File: src/rtl/gamestate_pkg.sv
// Shared types for the frogger game-flow controller: state and sound codes.
package gamestate_pkg;

    typedef enum logic [2:0] {
        ST_MENU      = 3'd0,
        ST_PLAYING   = 3'd1,
        ST_PAUSED    = 3'd2,
        ST_DYING     = 3'd3,
        ST_LEVEL_UP  = 3'd4,
        ST_GAME_OVER = 3'd5,
        ST_WIN       = 3'd6
    } state_t;

    typedef enum logic [2:0] {
        SND_NONE     = 3'd0,
        SND_START    = 3'd1,
        SND_DEATH    = 3'd2,
        SND_LEVELUP  = 3'd3,
        SND_GAMEOVER = 3'd4,
        SND_WIN      = 3'd5
    } sound_t;

    function automatic int max_int(input int a, input int b);
        return (a > b) ? a : b;
    endfunction

endpackage

File: src/rtl/gamestate_ctrl_tick_timer.sv
// Frame-tick hold timer: loads a count, decrements on enabled ticks and
// flags the tick that brings it to zero.
module tick_timer #(
    parameter int WIDTH = 6
) (
    input  logic             clk,
    input  logic             reset_n,
    input  logic             load,
    input  logic [WIDTH-1:0] load_value,
    input  logic             en,
    output logic             done
);

    logic [WIDTH-1:0] count;

    always_ff @(posedge clk or negedge reset_n) begin
        if (!reset_n) begin
            count <= '0;
        end else if (load) begin
            count <= load_value;
        end else if (en && count != '0) begin
            count <= count - WIDTH'(1);
        end
    end

    // done marks the tick being consumed as the last one of the hold
    assign done = en && (count == WIDTH'(1));

endmodule

File: src/rtl/gamestate_ctrl.sv
// Game-flow sequencer: menu/play/pause/death/level-up/game-over/win with
// level and lives tracking, respawn strobe and one-shot sound requests.
//
// state     | meaning
// MENU      | waiting for start
// PLAYING   | frog live; collision/goal/pause act here only
// PAUSED    | frozen until the next pause pulse
// DYING     | death animation, DEATH_TICKS frame ticks
// LEVEL_UP  | level banner, LEVELUP_TICKS frame ticks
// GAME_OVER | no lives left; start returns to menu
// WIN       | last level cleared; start returns to menu
module gamestate_ctrl
    import gamestate_pkg::*;
#(
    parameter  int NUM_LEVELS    = 16,
    parameter  int NUM_LIVES     = 3,
    parameter  int DEATH_TICKS   = 60,
    parameter  int LEVELUP_TICKS = 30,
    localparam int LEVEL_W       = $clog2(NUM_LEVELS),
    localparam int LIVES_W       = $clog2(NUM_LIVES + 1)
) (
    input  logic               clk,
    input  logic               reset_n,
    input  logic               tick,
    input  logic               start,
    input  logic               pause,
    input  logic               collision,
    input  logic               reached_end,
    output state_t             state,
    output logic [LEVEL_W-1:0] level,
    output logic [LIVES_W-1:0] lives,
    output logic               respawn,
    output sound_t             sound_select,
    output logic               sound_valid
);

    localparam int TIMER_W = $clog2(max_int(DEATH_TICKS, LEVELUP_TICKS) + 1);
    localparam logic [LEVEL_W-1:0] LAST_LEVEL = LEVEL_W'(NUM_LEVELS - 1);
    localparam logic [LIVES_W-1:0] FULL_LIVES = LIVES_W'(NUM_LIVES);

    logic               timer_load;
    logic [TIMER_W-1:0] timer_value;
    logic               timer_en;
    logic               timer_done;

    // The timer is loaded on the same edge that enters DYING/LEVEL_UP, so a
    // tick coincident with entry is never counted.
    always_comb begin
        timer_load  = 1'b0;
        timer_value = '0;
        if (state == ST_PLAYING) begin
            if (collision) begin
                timer_load  = 1'b1;
                timer_value = TIMER_W'(DEATH_TICKS);
            end else if (reached_end && level != LAST_LEVEL) begin
                timer_load  = 1'b1;
                timer_value = TIMER_W'(LEVELUP_TICKS);
            end
        end
    end

    assign timer_en = tick && (state == ST_DYING || state == ST_LEVEL_UP);

    tick_timer #(
        .WIDTH (TIMER_W)
    ) u_timer (
        .clk        (clk),
        .reset_n    (reset_n),
        .load       (timer_load),
        .load_value (timer_value),
        .en         (timer_en),
        .done       (timer_done)
    );

    always_ff @(posedge clk or negedge reset_n) begin
        if (!reset_n) begin
            state        <= ST_MENU;
            level        <= '0;
            lives        <= FULL_LIVES;
            respawn      <= 1'b0;
            sound_select <= SND_NONE;
            sound_valid  <= 1'b0;
        end else begin
            respawn     <= 1'b0;
            sound_valid <= 1'b0;
            case (state)
                ST_MENU: begin
                    if (start) begin
                        state        <= ST_PLAYING;
                        level        <= '0;
                        lives        <= FULL_LIVES;
                        respawn      <= 1'b1;
                        sound_select <= SND_START;
                        sound_valid  <= 1'b1;
                    end
                end
                ST_PLAYING: begin
                    if (collision) begin
                        state        <= ST_DYING;
                        lives        <= lives - LIVES_W'(1);
                        sound_select <= SND_DEATH;
                        sound_valid  <= 1'b1;
                    end else if (reached_end) begin
                        sound_valid <= 1'b1;
                        if (level != LAST_LEVEL) begin
                            state        <= ST_LEVEL_UP;
                            level        <= level + LEVEL_W'(1);
                            sound_select <= SND_LEVELUP;
                        end else begin
                            state        <= ST_WIN;
                            sound_select <= SND_WIN;
                        end
                    end else if (pause) begin
                        state <= ST_PAUSED;
                    end
                end
                ST_PAUSED: begin
                    if (pause) begin
                        state <= ST_PLAYING;
                    end
                end
                ST_DYING: begin
                    if (timer_done) begin
                        if (lives != '0) begin
                            state   <= ST_PLAYING;
                            respawn <= 1'b1;
                        end else begin
                            state        <= ST_GAME_OVER;
                            sound_select <= SND_GAMEOVER;
                            sound_valid  <= 1'b1;
                        end
                    end
                end
                ST_LEVEL_UP: begin
                    if (timer_done) begin
                        state   <= ST_PLAYING;
                        respawn <= 1'b1;
                    end
                end
                ST_GAME_OVER, ST_WIN: begin
                    if (start) begin
                        state <= ST_MENU;
                        level <= '0;
                        lives <= FULL_LIVES;
                    end
                end
                default: begin
                    state <= ST_MENU;
                end
            endcase
        end
    end

endmodule

File: config.mk
export PLATFORM = sky130hd
export DESIGN_NAME = gamestate_ctrl
export DESIGN_NICKNAME = d
export VERILOG_FILES = /design/src/rtl/gamestate_pkg.sv /design/src/rtl/gamestate_ctrl_tick_timer.sv /design/src/rtl/gamestate_ctrl.sv
export SDC_FILE = /design/constraint.sdc
export NUM_CORES = 1
export LEC_CHECK = 0
export CAP_MARGIN = 20
export CORE_MARGIN = 4
export CORE_UTILIZATION = 35
export CTS_CLUSTER_DIAMETER = 60
export CTS_CLUSTER_SIZE = 20
export DETAILED_ROUTE_END_ITERATION = 16
export PLACE_DENSITY = 0.57
export SLEW_MARGIN = 20
export SYNTH_ARGS = -nofsm -noshare
export SYNTH_HDL_FRONTEND = slang
export SYNTH_SLANG_ARGS = --single-unit
export TNS_END_PERCENT = 30
File: constraint.sdc
create_clock -name clk -period 4.2 [get_ports clk]
set_input_delay 0.84 -clock clk [delete_from_list [all_inputs] [get_ports clk]]
set_output_delay 0.84 -clock clk [all_outputs]
set_load 0.01 [all_outputs]
==> summary.md <==
| Metric | Value |
|---|---|
| DIE HEIGHT | `69.1 µm` |
| Max Freq | `396 MHz` |
| Distinct cell type count after synthesis | `52` |
| Core area | `0.00347 mm²` |
| Leakage power | `0.671 nW` |
| Fill count | `346` |
| Max IR drop VDD | `0.244 mV` |
| Initial Util | `37.7%` |
| Post-synthesis instance area | `0.00131 mm²` |
| Final-report hold violation count | `0` |
| R2r endpoint | `level[0]` |
| # rows | `21` |
| R2R Path Start | `state[0]` |
| Crit path capture type | `primary output` |
| GR Overflow Total | `0` |
| CP Cell Sequence | `clkdlybuf4s50_1` |
| Final net count | `167` |
| Fin crit period | `2530 ps` |
| Clock root buffer | `clkbuf_8` |
| Syn nets | `150` |
| Worst hold stages | `1` |
| Setup-failing EPs final | `0` |
| Synth Area per Inst | `9.47 µm²` |
| Layout Skew | `7.77 ps` |
| Layout cells sized above 1 | `13.0%` |
| Commonest register cell after synthesis | `dfrtp_1` |
| WP buf/inv | `1` |
| I/O Pins | `21` |
| Reg2Reg Depth | `4` |
| Post-synthesis cell count | `138` |
| DRT Pass-1 Iters | `5` |
| Area Overhead vs Synth | `21.3%` |
| Synth warn | `0` |
| Critical path class | `reg2out` |
| Inst Count DP | `196` |
| DP HPWL | `2.20 mm` |
| Top-count cell post-synth | `dfrtp_1` |
| Period utilization | `60.1%` |
| Postcts setup bufs | `0` |
| Run status | `finished, final reports clean` |
| Power after layout | `1.16 mW` |
| Clk pin slew, worst setup/hold paths | `70 ps` |
| Yosys top cell by area | `dfrtp_1` |
| Antenna cells | `0` |
| Largest net degree at the start of global routing | `25` |
| CTS Buf Count | `3` |
| Fin worst setup slack | `1670 ps` |
| Hold EP | `sound_select[0]` |
| Vias in the first global route | `1087` |
| Post-synth EDFFs | `0` |
| CTS HTree Levels | `1` |
| Worst-Margin Slew | `652 ps` |
| Final WL | `3.00 mm` |
| Setup TNS | `0 ps` |
| Vias/cell | `5.46` |
| R2r setup slk | `2170 ps` |
| Place WS | `1620 ps` |
| Crit path launch type | `register` |
| Ys async rst share | `100%` |
| Crit path DAT | `1690 ps` |
| RSZ-0062 raised after global routing | `false` |
| CTS tree | `done` |
| Later-pin clock latency in the skew report | `260 ps` |
| Delay-heaviest family, CP | `flip-flops` |
| Slew Viols, Final | `0` |
| Max clock buf depth | `2` |
| Die W | `69.1 µm` |
| Worst slew margin | `56.6%` |
| Largest cells by area after synthesis | `dfrtp_1, o21ai_0, ha_1` |
| # DRC | `0` |
| Post-route insts no fill | `200` |
| PortBufs | `20` |
| Total global-route track usage | `13.4%` |
| Full die area | `0.00478 mm²` |
| CP Max Fanout | `24` |
| Hold Startpoint | `sound_select[0]` |
| Initial DRC Count | `42` |
| Slowest stage cell, crit path | `dfrtp_1` |
| Pwr dens | `728 mW/mm²` |
| Global-route wire length before repair | `5.20 mm` |
| Count of state elements after synthesis | `20` |
| Hold WC Path Type | `reg2reg` |
| Cts hold-fix bufs | `0` |
| CP required | `3360 ps` |
| RePlAce Congestion | `0.784` |
| Detail Route Antenna Nets | `0` |
| CP max stage delay | `760 ps` |
| Via Count | `1091` |
| Initial antenna violation count | `0` |
| Clock Sinks | `20` |
| Max-cap violations | `0` |
| Post-synth top cells | `dfrtp_1, o21ai_0, nor2_1, inv_1` |
| Wirelength per Cell | `15.0 µm` |
| Register area share after synthesis | `38.5%` |
| Post-cts sizing count | `0` |
| Synth top area share | `34.4%` |
## cell usage in the layout, fill, tap and decap left out, drive strengths merged, types with 3 or more instances in the layout
| master | count |
|---|---|
| clkdlybuf4s50 | 19 |
| mux2i | 5 |
| nand3 | 4 |
| ha | 5 |
| clkbuf | 3 |
| o21ai | 13 |
| and3 | 6 |
| nor2 | 12 |
| a21oi | 7 |
| nand2 | 6 |
| dfrtp | 18 |
| nor3 | 5 |
| inv | 7 |
| or2 | 3 |
## flip-flops by register name, indices dropped and copies added, names as in the netlist
| register | count |
|---|---|
| u_timer.count | 6 |
| respawn | 1 |
| sound_select | 3 |
| level | 4 |
| state | 3 |
| lives | 2 |
| sound_valid | 1 |
## logic make-up after synthesis
family	synth area share, %
buffers and inverters	5.45
AND/OR/NAND/NOR	23.2
adder cells (fa/ha/maj)	4.78
AO/OA/AOI/OAI	20.7
XOR/XNOR	1.34
flip-flops	38.5
multiplexers	6.12
## cell type report
type,instances,area [µm²],share of cell area (%)
multi-input cells,103,733,46.2
repair buffers,20,195,12.3
inverters,7,26.3,1.66
well taps,46,57.6,3.63
flip-flops and latches,20,503,31.7
clock buffers,3,41.3,2.60
clock inverters,1,30.0,1.89
## worst max-delay path by stage
stage | start | to | slack, ps | depth (start not counted)
global placement | start | sound_select[0] | 1650 | 4
finish | state[0] | state[0] | 1670 | 1
global route | state[0] | state[0] | 1560 | 1
CTS | state[0] | state[0] | 1670 | 1
floorplan | collision | sound_select[2] | 2330 | 5
detailed placement | start | sound_select[0] | 1620 | 4
## routing by layer
layer,wire [µm],part of all wire [%],track usage (%),vias to the layer above
met5,0,0,0,-
met1,1370,46,16.5,525
met3,92,3.1,3.20,7
met2,1470,49,21.9,17
met4,58,1.9,6.07,0
li1,-,-,-,542
## through the flow
stage	instance area (µm²)	hold WS, ps	util, %
after floorplan	1310	488	-
after detailed placement	1520	477	43.8
after global routing	1590	523	45.7
after CTS	1590	495	45.9
final	1590	491	45.7
after global placement	1520	469	43.8
## power breakdown
group | total (mW) | internal [mW] | switching (mW)
clock network | 0.195 | 0.127 | 0.0680
registers | 0.402 | 0.274 | 0.128
logic | 0.558 | 0.295 | 0.262
Note: power is estimated with default switching activity, not from simulation.
